`config.mk`:
```
export PLATFORM = sky130hd
export DESIGN_NAME = i2c_target_flat
export DESIGN_NICKNAME = d
export VERILOG_FILES = /design/src/rtl/i2c_pkg.sv /design/src/rtl/i2c_target_if.sv /design/src/rtl/i2c_line_monitor.sv /design/src/rtl/i2c_target.sv /design/src/flat_wrapper.sv
export SDC_FILE = /design/constraint.sdc
export NUM_CORES = 1
export LEC_CHECK = 0
export CELL_PAD_IN_SITES_DETAIL_PLACEMENT = 1
export CELL_PAD_IN_SITES_GLOBAL_PLACEMENT = 1
export CORE_UTILIZATION = 41
export CTS_BUF_LIST = sky130_fd_sc_hd__clkbuf_4 sky130_fd_sc_hd__clkbuf_8
export CTS_CLUSTER_DIAMETER = 200
export DETAILED_ROUTE_END_ITERATION = 7
export GPL_ROUTABILITY_DRIVEN = 0
export PLACE_DENSITY = 0.78
export SYNTH_ARGS = -nofsm -noshare
export SYNTH_HDL_FRONTEND = slang
export SYNTH_SLANG_ARGS = --single-unit
export TNS_END_PERCENT = 30
```
`constraint.sdc`:
```
create_clock -name clk -period 1.9 [get_ports clk]
set_input_delay 0.38 -clock clk [delete_from_list [all_inputs] [get_ports clk]]
set_output_delay 0.38 -clock clk [all_outputs]
set_load 0.01 [all_outputs]
```
`src/rtl/i2c_pkg.sv`:
```
// Shared I2C definitions: FSM state encoding and bus-level bit meanings.
// Kept separate so the initiator side can import the same constants.
package i2c_pkg;

    typedef enum logic [2:0] {
        ST_IDLE,
        ST_ADDR,
        ST_ADDR_ACK,
        ST_WR_BYTE,
        ST_WR_ACK,
        ST_RD_BYTE,
        ST_RD_ACK,
        ST_WAIT_STOP
    } i2c_state_e;

    localparam logic ACK      = 1'b0;
    localparam logic NACK     = 1'b1;
    localparam logic RW_WRITE = 1'b0;
    localparam logic RW_READ  = 1'b1;

endpackage

```
`src/rtl/i2c_target_if.sv`:
```
// Open-drain I2C pad bundle as seen by a target: raw SCL/SDA in, SDA pull-down out.
interface i2c_target_if;

    logic scl_in;
    logic sda_in;
    logic sda_enable;

    modport master (output scl_in, output sda_in, input sda_enable);
    modport slave  (input scl_in, input sda_in, output sda_enable);

endinterface

```
`src/rtl/i2c_line_monitor.sv`:
```
// Synchronises raw SCL/SDA and derives SCL edges and START/STOP conditions.
module i2c_line_monitor (
    input  logic clk,
    input  logic rst_n,
    input  logic scl_in,
    input  logic sda_in,
    output logic scl_rise,
    output logic scl_fall,
    output logic sda_sync,
    output logic start_det,
    output logic stop_det
);

    // [0] metastability stage, [1] synchronised level, [2] one-clk delayed level
    logic [2:0] scl_pipe_q, scl_pipe_d;
    logic [2:0] sda_pipe_q, sda_pipe_d;
    logic       scl_s, scl_dly, sda_s, sda_dly;

    always_comb begin
        scl_pipe_d = {scl_pipe_q[1:0], scl_in};
        sda_pipe_d = {sda_pipe_q[1:0], sda_in};
    end

    // Pipelines reset to the idle-bus level so reset release creates no events.
    always_ff @(posedge clk or negedge rst_n) begin
        if (!rst_n) begin
            scl_pipe_q <= '1;
            sda_pipe_q <= '1;
        end else begin
            scl_pipe_q <= scl_pipe_d;
            sda_pipe_q <= sda_pipe_d;
        end
    end

    always_comb begin
        scl_s     = scl_pipe_q[1];
        scl_dly   = scl_pipe_q[2];
        sda_s     = sda_pipe_q[1];
        sda_dly   = sda_pipe_q[2];
        scl_rise  = scl_s & ~scl_dly;
        scl_fall  = ~scl_s & scl_dly;
        sda_sync  = sda_s;
        start_det = scl_s & scl_dly & sda_dly & ~sda_s;
        stop_det  = scl_s & scl_dly & ~sda_dly & sda_s;
    end

endmodule

```
`src/rtl/i2c_target.sv`:
```
// I2C target with a small register bank: first written byte sets the pointer,
// later bytes write/read the bank with auto-increment. No clock stretching.
module i2c_target
    import i2c_pkg::*;
#(
    parameter logic [6:0]  TARGET_ADDR = 7'h2F,
    parameter int unsigned NUM_REGS    = 4,
    parameter logic [7:0]  RESET_VALUE = 8'h00
) (
    input  logic                        clk,
    input  logic                        reset_n,
    i2c_target_if.slave                 bus,
    output logic [8*NUM_REGS-1:0]       regs_flat,
    output logic                        wr_strobe,
    output logic [$clog2(NUM_REGS)-1:0] wr_index,
    output logic [7:0]                  wr_data,
    output logic                        busy
);

    localparam int unsigned IDX_W = $clog2(NUM_REGS);

    logic [1:0] rst_pipe_q, rst_pipe_d;
    logic       rst_n_int;

    always_comb rst_pipe_d = {rst_pipe_q[0], 1'b1};

    always_ff @(posedge clk or negedge reset_n) begin
        if (!reset_n) rst_pipe_q <= '0;
        else          rst_pipe_q <= rst_pipe_d;
    end

    assign rst_n_int = rst_pipe_q[1];

    logic scl_rise, scl_fall, sda_sync, start_det, stop_det;

    i2c_line_monitor u_mon (
        .clk       (clk),
        .rst_n     (rst_n_int),
        .scl_in    (bus.scl_in),
        .sda_in    (bus.sda_in),
        .scl_rise  (scl_rise),
        .scl_fall  (scl_fall),
        .sda_sync  (sda_sync),
        .start_det (start_det),
        .stop_det  (stop_det)
    );

    i2c_state_e       state_q, state_d;
    logic [2:0]       bit_cnt_q, bit_cnt_d;
    logic [7:0]       shift_q, shift_d;
    logic             rw_q, rw_d;
    logic             phase_q, phase_d;
    logic             first_q, first_d;
    logic [IDX_W-1:0] ptr_q, ptr_d;
    logic [7:0]       regs_q [NUM_REGS];
    logic [7:0]       regs_d [NUM_REGS];
    logic             sda_en_q, sda_en_d;
    logic             busy_q, busy_d;
    logic             wr_strobe_q, wr_strobe_d;
    logic [IDX_W-1:0] wr_index_q, wr_index_d;
    logic [7:0]       wr_data_q, wr_data_d;
    logic [7:0]       sampled;
    logic [7:0]       rd_byte;

    // phase_q: in *_ACK states, set once the ACK slot is being driven;
    // in RD_ACK, set once the initiator has ACKed and the next byte is due.
    always_comb begin
        state_d     = state_q;
        bit_cnt_d   = bit_cnt_q;
        shift_d     = shift_q;
        rw_d        = rw_q;
        phase_d     = phase_q;
        first_d     = first_q;
        ptr_d       = ptr_q;
        regs_d      = regs_q;
        sda_en_d    = sda_en_q;
        busy_d      = busy_q;
        wr_strobe_d = 1'b0;
        wr_index_d  = wr_index_q;
        wr_data_d   = wr_data_q;
        sampled     = {shift_q[6:0], sda_sync};
        rd_byte     = regs_q[ptr_q];

        if (stop_det) begin
            state_d  = ST_IDLE;
            sda_en_d = 1'b0;
            busy_d   = 1'b0;
            phase_d  = 1'b0;
        end else if (start_det) begin
            state_d   = ST_ADDR;
            bit_cnt_d = '0;
            sda_en_d  = 1'b0;
            busy_d    = 1'b0;
            phase_d   = 1'b0;
        end else begin
            case (state_q)
                ST_IDLE: ;
                ST_ADDR: begin
                    if (scl_rise) begin
                        shift_d   = sampled;
                        bit_cnt_d = bit_cnt_q + 3'd1;
                        if (bit_cnt_q == 3'd7) begin
                            if (sampled[7:1] == TARGET_ADDR) begin
                                state_d = ST_ADDR_ACK;
                                rw_d    = sampled[0];
                                phase_d = 1'b0;
                            end else begin
                                state_d = ST_WAIT_STOP;
                            end
                        end
                    end
                end
                ST_ADDR_ACK: begin
                    if (scl_fall) begin
                        if (!phase_q) begin
                            sda_en_d = 1'b1;
                            busy_d   = 1'b1;
                            phase_d  = 1'b1;
                        end else begin
                            phase_d   = 1'b0;
                            bit_cnt_d = '0;
                            if (rw_q == RW_READ) begin
                                shift_d  = rd_byte;
                                sda_en_d = ~rd_byte[7];
                                state_d  = ST_RD_BYTE;
                            end else begin
                                sda_en_d = 1'b0;
                                first_d  = 1'b1;
                                state_d  = ST_WR_BYTE;
                            end
                        end
                    end
                end
                ST_WR_BYTE: begin
                    if (scl_rise) begin
                        shift_d   = sampled;
                        bit_cnt_d = bit_cnt_q + 3'd1;
                        if (bit_cnt_q == 3'd7) begin
                            if (first_q) begin
                                ptr_d   = sampled[IDX_W-1:0];
                                first_d = 1'b0;
                            end else begin
                                regs_d[ptr_q] = sampled;
                                wr_strobe_d   = 1'b1;
                                wr_index_d    = ptr_q;
                                wr_data_d     = sampled;
                                ptr_d         = ptr_q + 1'b1;
                            end
                            state_d = ST_WR_ACK;
                            phase_d = 1'b0;
                        end
                    end
                end
                ST_WR_ACK: begin
                    if (scl_fall) begin
                        if (!phase_q) begin
                            sda_en_d = 1'b1;
                            phase_d  = 1'b1;
                        end else begin
                            sda_en_d  = 1'b0;
                            phase_d   = 1'b0;
                            bit_cnt_d = '0;
                            state_d   = ST_WR_BYTE;
                        end
                    end
                end
                ST_RD_BYTE: begin
                    // bit 7 went out on entry; falls 1..7 drive bits 6..0, fall 8 releases
                    if (scl_fall) begin
                        bit_cnt_d = bit_cnt_q + 3'd1;
                        if (bit_cnt_q == 3'd7) begin
                            sda_en_d = 1'b0;
                            phase_d  = 1'b0;
                            state_d  = ST_RD_ACK;
                        end else begin
                            shift_d  = {shift_q[6:0], 1'b0};
                            sda_en_d = ~shift_q[6];
                        end
                    end
                end
                ST_RD_ACK: begin
                    if (scl_rise && !phase_q) begin
                        if (sda_sync == ACK) begin
                            ptr_d   = ptr_q + 1'b1;
                            phase_d = 1'b1;
                        end else begin
                            state_d = ST_WAIT_STOP;
                            busy_d  = 1'b0;
                        end
                    end else if (scl_fall && phase_q) begin
                        shift_d   = rd_byte;
                        sda_en_d  = ~rd_byte[7];
                        bit_cnt_d = '0;
                        phase_d   = 1'b0;
                        state_d   = ST_RD_BYTE;
                    end
                end
                ST_WAIT_STOP: ;
                default: state_d = ST_IDLE;
            endcase
        end
    end

    always_ff @(posedge clk or negedge rst_n_int) begin
        if (!rst_n_int) begin
            state_q     <= ST_IDLE;
            bit_cnt_q   <= '0;
            shift_q     <= '0;
            rw_q        <= RW_WRITE;
            phase_q     <= 1'b0;
            first_q     <= 1'b0;
            ptr_q       <= '0;
            sda_en_q    <= 1'b0;
            busy_q      <= 1'b0;
            wr_strobe_q <= 1'b0;
            wr_index_q  <= '0;
            wr_data_q   <= '0;
            for (int unsigned i = 0; i < NUM_REGS; i++) regs_q[i] <= RESET_VALUE;
        end else begin
            state_q     <= state_d;
            bit_cnt_q   <= bit_cnt_d;
            shift_q     <= shift_d;
            rw_q        <= rw_d;
            phase_q     <= phase_d;
            first_q     <= first_d;
            ptr_q       <= ptr_d;
            sda_en_q    <= sda_en_d;
            busy_q      <= busy_d;
            wr_strobe_q <= wr_strobe_d;
            wr_index_q  <= wr_index_d;
            wr_data_q   <= wr_data_d;
            regs_q      <= regs_d;
        end
    end

    always_comb begin
        regs_flat = '0;
        for (int unsigned i = 0; i < NUM_REGS; i++) regs_flat[8*i +: 8] = regs_q[i];
    end

    assign bus.sda_enable = sda_en_q;
    assign wr_strobe      = wr_strobe_q;
    assign wr_index       = wr_index_q;
    assign wr_data        = wr_data_q;
    assign busy           = busy_q;

endmodule

```
`src/flat_wrapper.sv`:
```
// flat-port wrapper written by rule: the top's interface ports become plain ports
module i2c_target_flat import i2c_pkg::*;
#(
    parameter logic [6:0]  TARGET_ADDR = 7'h2F,
    parameter int unsigned NUM_REGS    = 4,
    parameter logic [7:0]  RESET_VALUE = 8'h00
)
  (clk, reset_n, regs_flat, wr_strobe, wr_index, wr_data, busy, bus_scl_in, bus_sda_in, bus_sda_enable);
  i2c_target_if bus_i ();
  input  logic clk;
  input  logic reset_n;
  output logic [8*NUM_REGS-1:0] regs_flat;
  output logic wr_strobe;
  output logic [$clog2(NUM_REGS)-1:0] wr_index;
  output logic [7:0] wr_data;
  output logic busy;
  input wire logic [$bits(bus_i.scl_in)-1:0] bus_scl_in;
  input wire logic [$bits(bus_i.sda_in)-1:0] bus_sda_in;
  output wire logic [$bits(bus_i.sda_enable)-1:0] bus_sda_enable;
  assign bus_i.scl_in = bus_scl_in;
  assign bus_i.sda_in = bus_sda_in;
  assign bus_sda_enable = bus_i.sda_enable;
  i2c_target #(.TARGET_ADDR(TARGET_ADDR), .NUM_REGS(NUM_REGS), .RESET_VALUE(RESET_VALUE)) u_core (.clk(clk), .reset_n(reset_n), .bus(bus_i), .regs_flat(regs_flat), .wr_strobe(wr_strobe), .wr_index(wr_index), .wr_data(wr_data), .busy(busy));
endmodule
```
== Word level (Yosys, flattened, before mapping) ==
Index checks and enable logic that the tools add are counted.

* Register bits: 71
* Bits of input ports: 4
* Output and inout bits: 45
* Word-level logic and storage cells: 201

* $add $sub $neg: 2
* $lt $le $gt $ge: 2
* Eq/ne operators: 47
* Muxes and demuxes: 90
* Bitwise logic cells: 17
* Reduce and logical (&&, ||, !) cells: 24

{| class="wikitable"
|+ Operator list
! kind !! count
|-
| 2-to-1 mux 3 bit || 24
|-
| 2-to-1 mux 7 bit || 8
|-
| inequality test 4 x 1 -> 1 bit, second input constant || 14
|-
| 2-to-1 mux 1 bit || 39
|-
| bitwise mux 32 bit || 1
|-
| case mux 7 bit (4 select lines) || 1
|-
| 2-to-1 mux 8 bit || 3
|-
| inequality test 2 x 1 -> 1 bit, second input constant || 9
|-
| case mux 3 bit (6 select lines) || 1
|-
| AND reduction 6 bit || 3
|-
| binary-select mux 8 bit (select 2 bit) || 1
|-
| demux 8 bit (select 2 bit) || 1
|-
| AND reduction 8 bit || 2
|-
| inequality test 3 x 1 -> 1 bit, second input constant || 5
|-
| AND reduction 13 bit || 1
|-
| == test 3 bit, second input constant || 4
|-
| inequality test 4 x 2 -> 1 bit, second input constant || 3
|-
| case mux 3 bit (4 select lines) || 1
|-
| AND reduction 11 bit || 1
|-
| 2-to-1 mux 2 bit || 5
|-
| inequality test 5 x 3 -> 1 bit, second input constant || 2
|-
| inverter 1 bit || 9
|-
| AND reduction 9 bit || 1
|-
| inequality test 2 bit, second input constant || 4
|-
| 26 further kinds || 39
|}

== Logic depth before layout (Yosys ltp) ==
Gate-level depths: netlist of run 1.

* Depth after elaboration: 11
* Gate-level depth with buffers: 8
* Gate-level depth less buffers: 7

== Hierarchy ==
From an unflattened synthesis of run 1, not the netlist that was laid out.

* Cells, all modules: 275
* Area total of the unflattened synthesis: 3445.8 um^2

{| class="wikitable"
|+ Modules (own cells, without submodules)
! module !! instances !! cells an instance !! area an instance (um^2) !! seq. area each (um^2)
|-
| i2c_target || 1 || 265 || 3255.6 || 1626.6
|-
| i2c_line_monitor || 1 || 10 || 190.2 || 157.7
|}

== Least setup slack after synthesis of run 1 ==
No wires, ideal clock.

* Path type: register -> register
* Start point: register u_core.bit_cnt_q[0]
* End point: register u_core.wr_data_q[1], in the netlist u_core.wr_data[1]
* Library setup time: 0.125 ns
* Arrival: 1.966 ns
* Required time: 1.775 ns
* Slack: -0.191 ns
* Stages on the path, launching flop included: 8
* Path buffers: 1
* Clock period less this slack: 2.091 ns
* Cells stage by stage: dfrtp_1 > ha_1 > ha_1 > nand2b_1 > or3_1 > nor2_4 > buf_2 > mux2_2

* Cells in the longest elaborated chain, start to end: 2

{| class="wikitable"
|+ Ends and longest elaborated chain
! item !! RTL line !! RTL
|-
| start, declared || i2c_target.sv:49 || <nowiki>logic [2:0] bit_cnt_q, bit_cnt_d;</nowiki>
|-
| start signal, assigned || i2c_target.sv:221 || <nowiki>bit_cnt_q <= bit_cnt_d;</nowiki>
|-
| == test 3 bit || i2c_target.sv:138 || <nowiki>if (bit_cnt_q == 3'd7) begin</nowiki>
|-
| AND reduction 6 bit (no source line) || n/a ||
|-
| end signal, assigned || i2c_target.sv:231 || <nowiki>wr_data_q <= wr_data_d;</nowiki>
|-
| end, declared || i2c_target.sv:61 || <nowiki>logic [7:0] wr_data_q, wr_data_d;</nowiki>
|}

Every way passes these cells.
A chain may end at the register's enable or synchronous reset.

== Final worst setup path of run 1 ==
* Start point: register u_core.bit_cnt_q[0]
* End point: register u_core.shift_q[5]

* Cells in the longest elaborated chain, start to end: 3

{| class="wikitable"
|+ Ends and longest elaborated chain
! item !! RTL line !! RTL
|-
| == test 3 bit || i2c_target.sv:171 || <nowiki>if (bit_cnt_q == 3'd7) begin</nowiki>
|-
| inequality test 2 bit (no source line) || n/a ||
|-
| AND reduction 11 bit (no source line) || n/a ||
|-
| end signal, assigned || i2c_target.sv:222 || <nowiki>shift_q <= shift_d;</nowiki>
|-
| end, declared || i2c_target.sv:50 || <nowiki>logic [7:0] shift_q, shift_d;</nowiki>
|}

Every way passes these cells.

==> impl_results.md, run 1 <==
* Vias per Instance at 5.78
* Synth area leader: dfrtp_1
* Placement Cell Area at between 4000 and 5000 µm²
* TritonCTS buffer count at 9
* Setup Skew at 0.00706 ns
* Worst setup path startpoint: u_core.bit_cnt_q[0]
* CTS Root Cell: clkbuf_8
* Sw Ratio at 0.362
* Post-synth EDFFs at 0
* Place WS at -0.248 ns
* Initial antenna violation count at 0
* Min Tclk post-route at roughly 2.1 ns
* TritonRoute pass-1 iters at 6
* Multi-input logic area at approximately 1800 µm²
* Starting DRT DRC Count at 109
* Vias at 2842
* Final instance area at roughly 5000 µm²
* Psw at 0.00199 W
* Seq/Total Area, Yosys at 0.512
* Synthesized area per cell at 12.3 µm²
* Fill cells at 835
* CP Launch Type: flip-flop
* Leakage at 2.23 nW
* Final ANT Viol Nets at 0
* Power Density at 1130 nW/µm²
* Fmax at 0.480 GHz
* Vias in the first global route at 3121
* Port bufs at 48
* Yosys warns at 0
* Count of cell types in the netlist at 50
* Core box area at 8220 µm²
* Initial core utilization at 0.424
* Row cnt at 33
* R2R Setup Slk at -0.19 ns
* Max Cap Violations at 0
* Internal at 0.00352 W
* Setup Crit Path Kind: flip-flop to flip-flop
* Fin crit share at 1.10
* Sum Neg Setup Slack at -6.90 ns
* Critical Path RT at 2.14 ns
* Fin. Hold Viols at 0
* First-pass GRT wire length at 17600 µm
* Clock power frac at 0.258
* Peak VDD IR at 0.501 mV
* Reg area at 1790 µm²
* Post-Synthesis Cells at 283
* Logic pwr share at 0.411
* H-tree Lvls at 3
* Setup slack after layout at -0.185 ns
* Total gr overflow at 0
* Top cells by count, synth: dfrtp_1 (65), mux2_2 (51), nand2_1 (22), nor2_1 (12), buf_2 (10)
* RSZ-0062 raised after global routing: true
* WL per Instance at between 20 and 25 µm
* Synth Cell Area at about 3500 µm²
* Outcome: finished with violations
* Sequential power share at 0.331
* Largest net degree at the start of global routing at 24
* Synth top area cells: dfrtp_1 (47%), mux2_2 (16%), mux4_2 (5.2%)
* Layout cell share with drive strength beyond 1 at 0.406
* HP Class: input pin to asynchronous set/reset pin
* Failing checks: setup timing
* Worst-Skew Late Latency at 0.35 ns
* WHS at 0.181 ns
* Worst rel slew slack at 0.615
* Die width at 94.2 µm
* Clock-pin slew on the worst setup and hold paths at approximately 0.08 ns
* DR DRC count at 0
* Diode count at 0
* Ys async rst share at 1.00
* Post-CTS Hold Fix Bufs at 0
* Layout area overhead at 40.1%
* Final Slew Violations at 0
* Critical Path Fanout Max at 7
* Global-route usage over all layers at 0.272
* Post-Syn Nets at 293
* Clock Path Buffers at 2
* Clk sinks at 71
* Synth top area share at 0.467
* I/O pin cnt at approximately 50
* Final WL at 11400 µm
* Arrival time at the worst endpoint at 2.32 ns
* Register bit count reported by yosys at 71
* Post-DP HPWL at approximately 7600 µm
* Least-Margin Pin Slew at 0.572 ns
* Reg-to-reg critical path startpoint: u_core.bit_cnt_q[0]
* Finish-stage setup viols at 53
* Die height at 94.2 µm
* Worst setup EP type: flip-flop
* CTS tree: yes
* Most common cell in the synthesized netlist: dfrtp_1
* Final #Nets at 393
* Top_reg_cell synth: dfrtp_1
* Die area at 8870 µm²
-- metal layers --
metal,global-route usage,share of wire,vias to the layer above
met1,0.348,0.42,1473
met5,0,0,-
li1,-,-,1233
met2,0.450,0.51,109
met4,0.106,0.028,0
met3,0.0566,0.049,27
-- final cells by class --
class | instances | area share
Clock inverter | 4 | 0.0159
Inverter | 8 | 0.00615
Multi-Input combinational cell | 190 | 0.359
Tap cell | 105 | 0.0269
Timing Repair Buffer | 103 | 0.195
Sequential cell | 71 | 0.366
Clock buffer | 11 | 0.0310
-- per-stage QoR --
stage,util,power [W],instances
finish,0.594,0.00551,492
global route,0.594,0.00575,492
CTS,0.585,0.00533,490
detailed placement,0.540,0.00383,471
global placement,0.540,0.00373,471
floorplan,-,0.00295,283
-- cells in the final DEF (no fill, tap or decap), types with 5 or more instances in the layout --
| cell type | count |
|---|---|
| dfrtp_1 | 64 |
| nor2_1 | 12 |
| dfstp_2 | 6 |
| buf_4 | 47 |
| mux2_4 | 6 |
| mux2_2 | 46 |
| o21ai_0 | 5 |
| a21oi_1 | 5 |
| nor3_1 | 5 |
| mux4_2 | 8 |
| buf_6 | 5 |
| clkbuf_8 | 11 |
| nand2_1 | 21 |
| clkdlybuf4s50_1 | 48 |
| inv_1 | 8 |
-- power groups by stage --
stage	Combinational, W	Clock, W	Sequential (W)
detailed placement	0.00198	0	0.00185
floorplan	0.00111	0	0.00184
global route	0.00242	0.00149	0.00184
global placement	0.00189	0	0.00184
CTS	0.00207	0.00143	0.00182
finish	0.00227	0.00142	0.00182
-- state kept, by name, indices dropped and copies added (netlist names) --
register	count
u_core.u_mon.sda_pipe_q	3
u_core.wr_strobe	1
u_core.bus.sda_enable	1
u_core.bit_cnt_q	3
u_core.shift_q	7
u_core.rw_q	1
u_core.wr_index	2
u_core.ptr_q	2
u_core.u_mon.scl_pipe_q	3
u_core.state_q	3
u_core.phase_q	1
u_core.regs_flat	32
u_core.wr_data	8
u_core.first_q	1
u_core.rst_pipe_q	2
u_core.busy	1
-- kinds of logic (layout without fill, tap and decap cells) --
kind of cell / after synthesis / after routing / synth area share
simple gates: 74 / 74 / 0.116
flops: 71 / 71 / 0.512
mux: 64 / 64 / 0.231
compound gates: 43 / 43 / 0.0844
buf+inv: 22 / 126 / 0.0284
fa+ha+maj: 6 / 6 / 0.0216
xor+xnor: 2 / 2 / 0.00503
other cells: 1 / 1 / 0.00108
-- critical path: stages (launching register included) --
cell and delay, ns:
dfrtp_1 0.40, ha_2 0.20, ha_4 0.18, nand2b_1 0.15, o22ai_2 0.22, a21oi_2 0.13, nor4_4 0.16, buf_6 0.18
mux2_2 0.35
-- repair_timing --
item                                    CTS  global route
setup buffers                             4             2
resized for setup                        23            14
pin swaps                                 2             5
gates cloned                              0             0
endpoints found under the setup margin   55            57
-- path summary, 6_finish.rpt --
| path | endpoint | cells past startpoint |
|---|---|---|
| setup / recovery | u_core.shift_q[5] | 8 |
| hold reg to reg | u_core.regs_flat[20] | 0 |
| max in group asynchronous | u_core.u_mon.sda_pipe_q[0] | 1 |
| hold / removal | u_core.rst_pipe_q[0] | 1 |
| min in group clk | u_core.u_mon.sda_pipe_q[1] | 0 |
| setup reg to reg | u_core.shift_q[5] | 8 |
No activity file was read; power rests on OpenSTA's default activity.
==> inputs of run 2 (changes only) <==
--- a/config.mk
+++ b/config.mk
@@ -12,7 +12,7 @@
 export CTS_CLUSTER_DIAMETER = 200
 export DETAILED_ROUTE_END_ITERATION = 7
 export GPL_ROUTABILITY_DRIVEN = 0
-export PLACE_DENSITY = 0.78
+export PLACE_DENSITY = 0.85
 export SYNTH_ARGS = -nofsm -noshare
 export SYNTH_HDL_FRONTEND = slang
 export SYNTH_SLANG_ARGS = --single-unit
==> run 2 against run 1 <==
Net effect:
- the flow still finishes with violations (setup timing)
- total power increased by 0.83%
- worst hold slack about the same
- via count increased by 0.25%
- register-to-register slack about the same
- core utilization increased by 0.59 points
- non-clock buffer count decreased by 4
- sequential power increased by 2%
- first-iteration DRC count increased by 45%
- clock power decreased by 8%
- worst setup slack got worse by 0.0079 ns
- wire length increased by 5.3%
- largest power group unchanged
==> impl_results.md, run 2 (synthesis gave the netlist of run 1 again) <==
* H-tree Lvls at 3 (unchanged)
* Post-CTS Hold Fix Bufs at 0 (unchanged)
* Most frequent cells in the layout: dfrtp_1 (63), clkdlybuf4s50_1 (48), buf_4 (40)
* Vias in the first global route at 3052 (-2.2%)
* Total Power at 0.00556 W (+0.83%)
* Fin crit share at 1.10 (+0.00418)
* Final instance area at 4930 µm² (+1.0%)
* Die height at 94.2 µm (unchanged)
* Power Density at 1130 nW/µm² (-0.17%)
* Largest net degree at the start of global routing at 54 (+130%)
* HP Class: input pin to asynchronous set/reset pin
* Final ANT Viol Nets at 0 (unchanged)
* Arrival time at the worst endpoint at 2.33 ns (about the same)
* CP peak stage delay at 0.43 ns (+0.03 ns)
* Reg-to-reg critical path startpoint: u_core.bit_cnt_q[0]
* Most frequent CP cell: ha_4
* Global-route usage over all layers at 0.274 (+0.00181)
* Clock Path Buffers at 2 (unchanged)
* Initial core utilization at 0.424 (unchanged)
* Outcome: finished with violations
* Final Slew Violations at 0 (unchanged)
* Min Tclk post-route at 2.09 ns (+0.00794 ns)
* Worst setup path startpoint: u_core.bit_cnt_q[0]
* Layout cell share with drive strength beyond 1 at 0.411 (+0.00577)
* Core box area at 8220 µm² (unchanged)
* R2R cell count at 8 (unchanged)
* Diode count at 0 (unchanged)
* Reg2reg end: u_core.shift_q[0]
* CP Launch Type: flip-flop
* Finish-stage setup viols at 55 (+3.8%)
* Vias at 2849 (+0.25%)
* Setup Skew at 0.0153 ns (+0.00827 ns)
* Setup Crit Path Kind: flip-flop to flip-flop
* Peak VDD IR at 0.528 mV (+5.4%)
* R2R Setup Slk at -0.19 ns (about the same)
* Max Cap Violations at 0 (unchanged)
* Worst-Skew Late Latency at 0.36 ns (about the same)
* WHS at 0.181 ns (+0.000427 ns)
* Worst path top cell family by delay: simple AND/OR/NAND/NOR gates
* Worst setup EP type: flip-flop
* I/O pin cnt at 49 (unchanged)
* Setup slack after layout at -0.193 ns (-0.00794 ns)
* CTS Root Cell: clkbuf_8
* Total gr overflow at 0 (unchanged)
* Critical-path top delay cell: dfrtp_1
* Most common cell after layout, fill and taps aside: dfrtp_1
* CTS tree: yes
* Clk sinks at 71 (unchanged)
* Final WL at 12000 µm (+5.3%)
* Initial antenna violation count at 0 (unchanged)
* Placement Cell Area at 4410 µm² (-0.56%)
* DR DRC count at 0 (unchanged)
* Die area at 8870 µm² (unchanged)
* TritonCTS buffer count at 9 (unchanged)
* Fmax at 0.478 GHz (-0.38%)
* Final #Nets at 389 (-1.0%)
* Post-DP HPWL at 7190 µm (-5.1%)
* Port bufs at 48 (unchanged)
* Worst Path Buf+Inv at 1 (unchanged)
* Critical Path RT at 2.14 ns (about the same)
* Number of flip-flops in the largest register at 32 (unchanged)
* Die width at 94.2 µm (unchanged)
* Clock-pin slew on the worst setup and hold paths at 0.07 ns (about the same)
* Row cnt at 33 (unchanged)
* Critical Path Fanout Max at 7 (unchanged)
* Worst path depth at 8 (unchanged)
* Worst Setup EP: u_core.shift_q[0]
* Layout area overhead at 41.5%
* TritonRoute pass-1 iters at 4 (-2)
* RSZ-0062 raised after global routing: true
* WL per Instance at 24.6 µm (+6.0%)
* First-pass GRT wire length at 17500 µm (-0.55%)
* Failing checks: setup timing
* Leakage at 2.21 nW (-0.75%)
* Vias per Instance at 5.83 (+0.86%)
* Fin. Hold Viols at 0 (unchanged)
* Starting DRT DRC Count at 158 (+45%)
* Cell Chain, Critical Path: ha_4, ha_4, nand2b_4, o22ai_4, a21oi_2, nor4_4, buf_6, mux2_4
[run 2: through the flow]
| step | setup slack (ns) | util | setup TNS (ns) | std cells |
|---|---|---|---|---|
| after floorplan | -0.191 | - | -3.84 | 283 |
| after global placement | -0.169 | 0.536 | -4.66 | 466 |
| after detailed placement | -0.315 | 0.536 | -13.27 | 466 |
| after CTS | -0.158 | 0.583 | -5.58 | 487 |
| after global routing | -0.287 | 0.600 | -9.82 | 489 |
| final | -0.193 | 0.600 | -6.77 | 489 |
[run 2: worst min-delay path by stage]
stage | start | endpoint | cells after the start
detailed placement | u_core.rst_pipe_q[1] | u_core.bit_cnt_q[1] | 0
floorplan | reset_n | u_core.rst_pipe_q[0] | 0
global placement | u_core.rst_pipe_q[1] | u_core.bit_cnt_q[1] | 0
global route | reset_n | u_core.rst_pipe_q[0] | 1
CTS | reset_n | u_core.rst_pipe_q[0] | 1
finish | reset_n | u_core.rst_pipe_q[0] | 1
[run 2: final cells by class]
type / instances / area (µm²)
fillers: 828 / 3290
multi-input cells: 190 / 1820
flip-flops and latches: 71 / 1790
repair buffers: 99 / 946
clock buffers: 12 / 159
well taps: 105 / 131
clock inverters: 4 / 52.6
inverters: 8 / 30.0
[run 2: power by group]
group,switching [W],total [W],internal (W)
Combinational,0.00131,0.00240,0.00110
Sequential,0.000182,0.00186,0.00167
Clock,0.000600,0.00130,0.000698
Total,0.00209,0.00556,0.00347
[run 2: what timing repair did]
item / in CTS / in global routing
pin swaps: 5 / 7
setup buffers: 5 / 2
setup endpoints to repair: 56 / 58
cloned: 0 / 0
gates resized for setup: 27 / 31
[run 2: routing by layer]
metal | wire, µm | share of wire | GRT usage
met1 | 5150 | 0.43 | 0.343
met2 | 5980 | 0.50 | 0.458
met3 | 504 | 0.042 | 0.0526
met4 | 398 | 0.033 | 0.122
met5 | 0 | 0 | 0
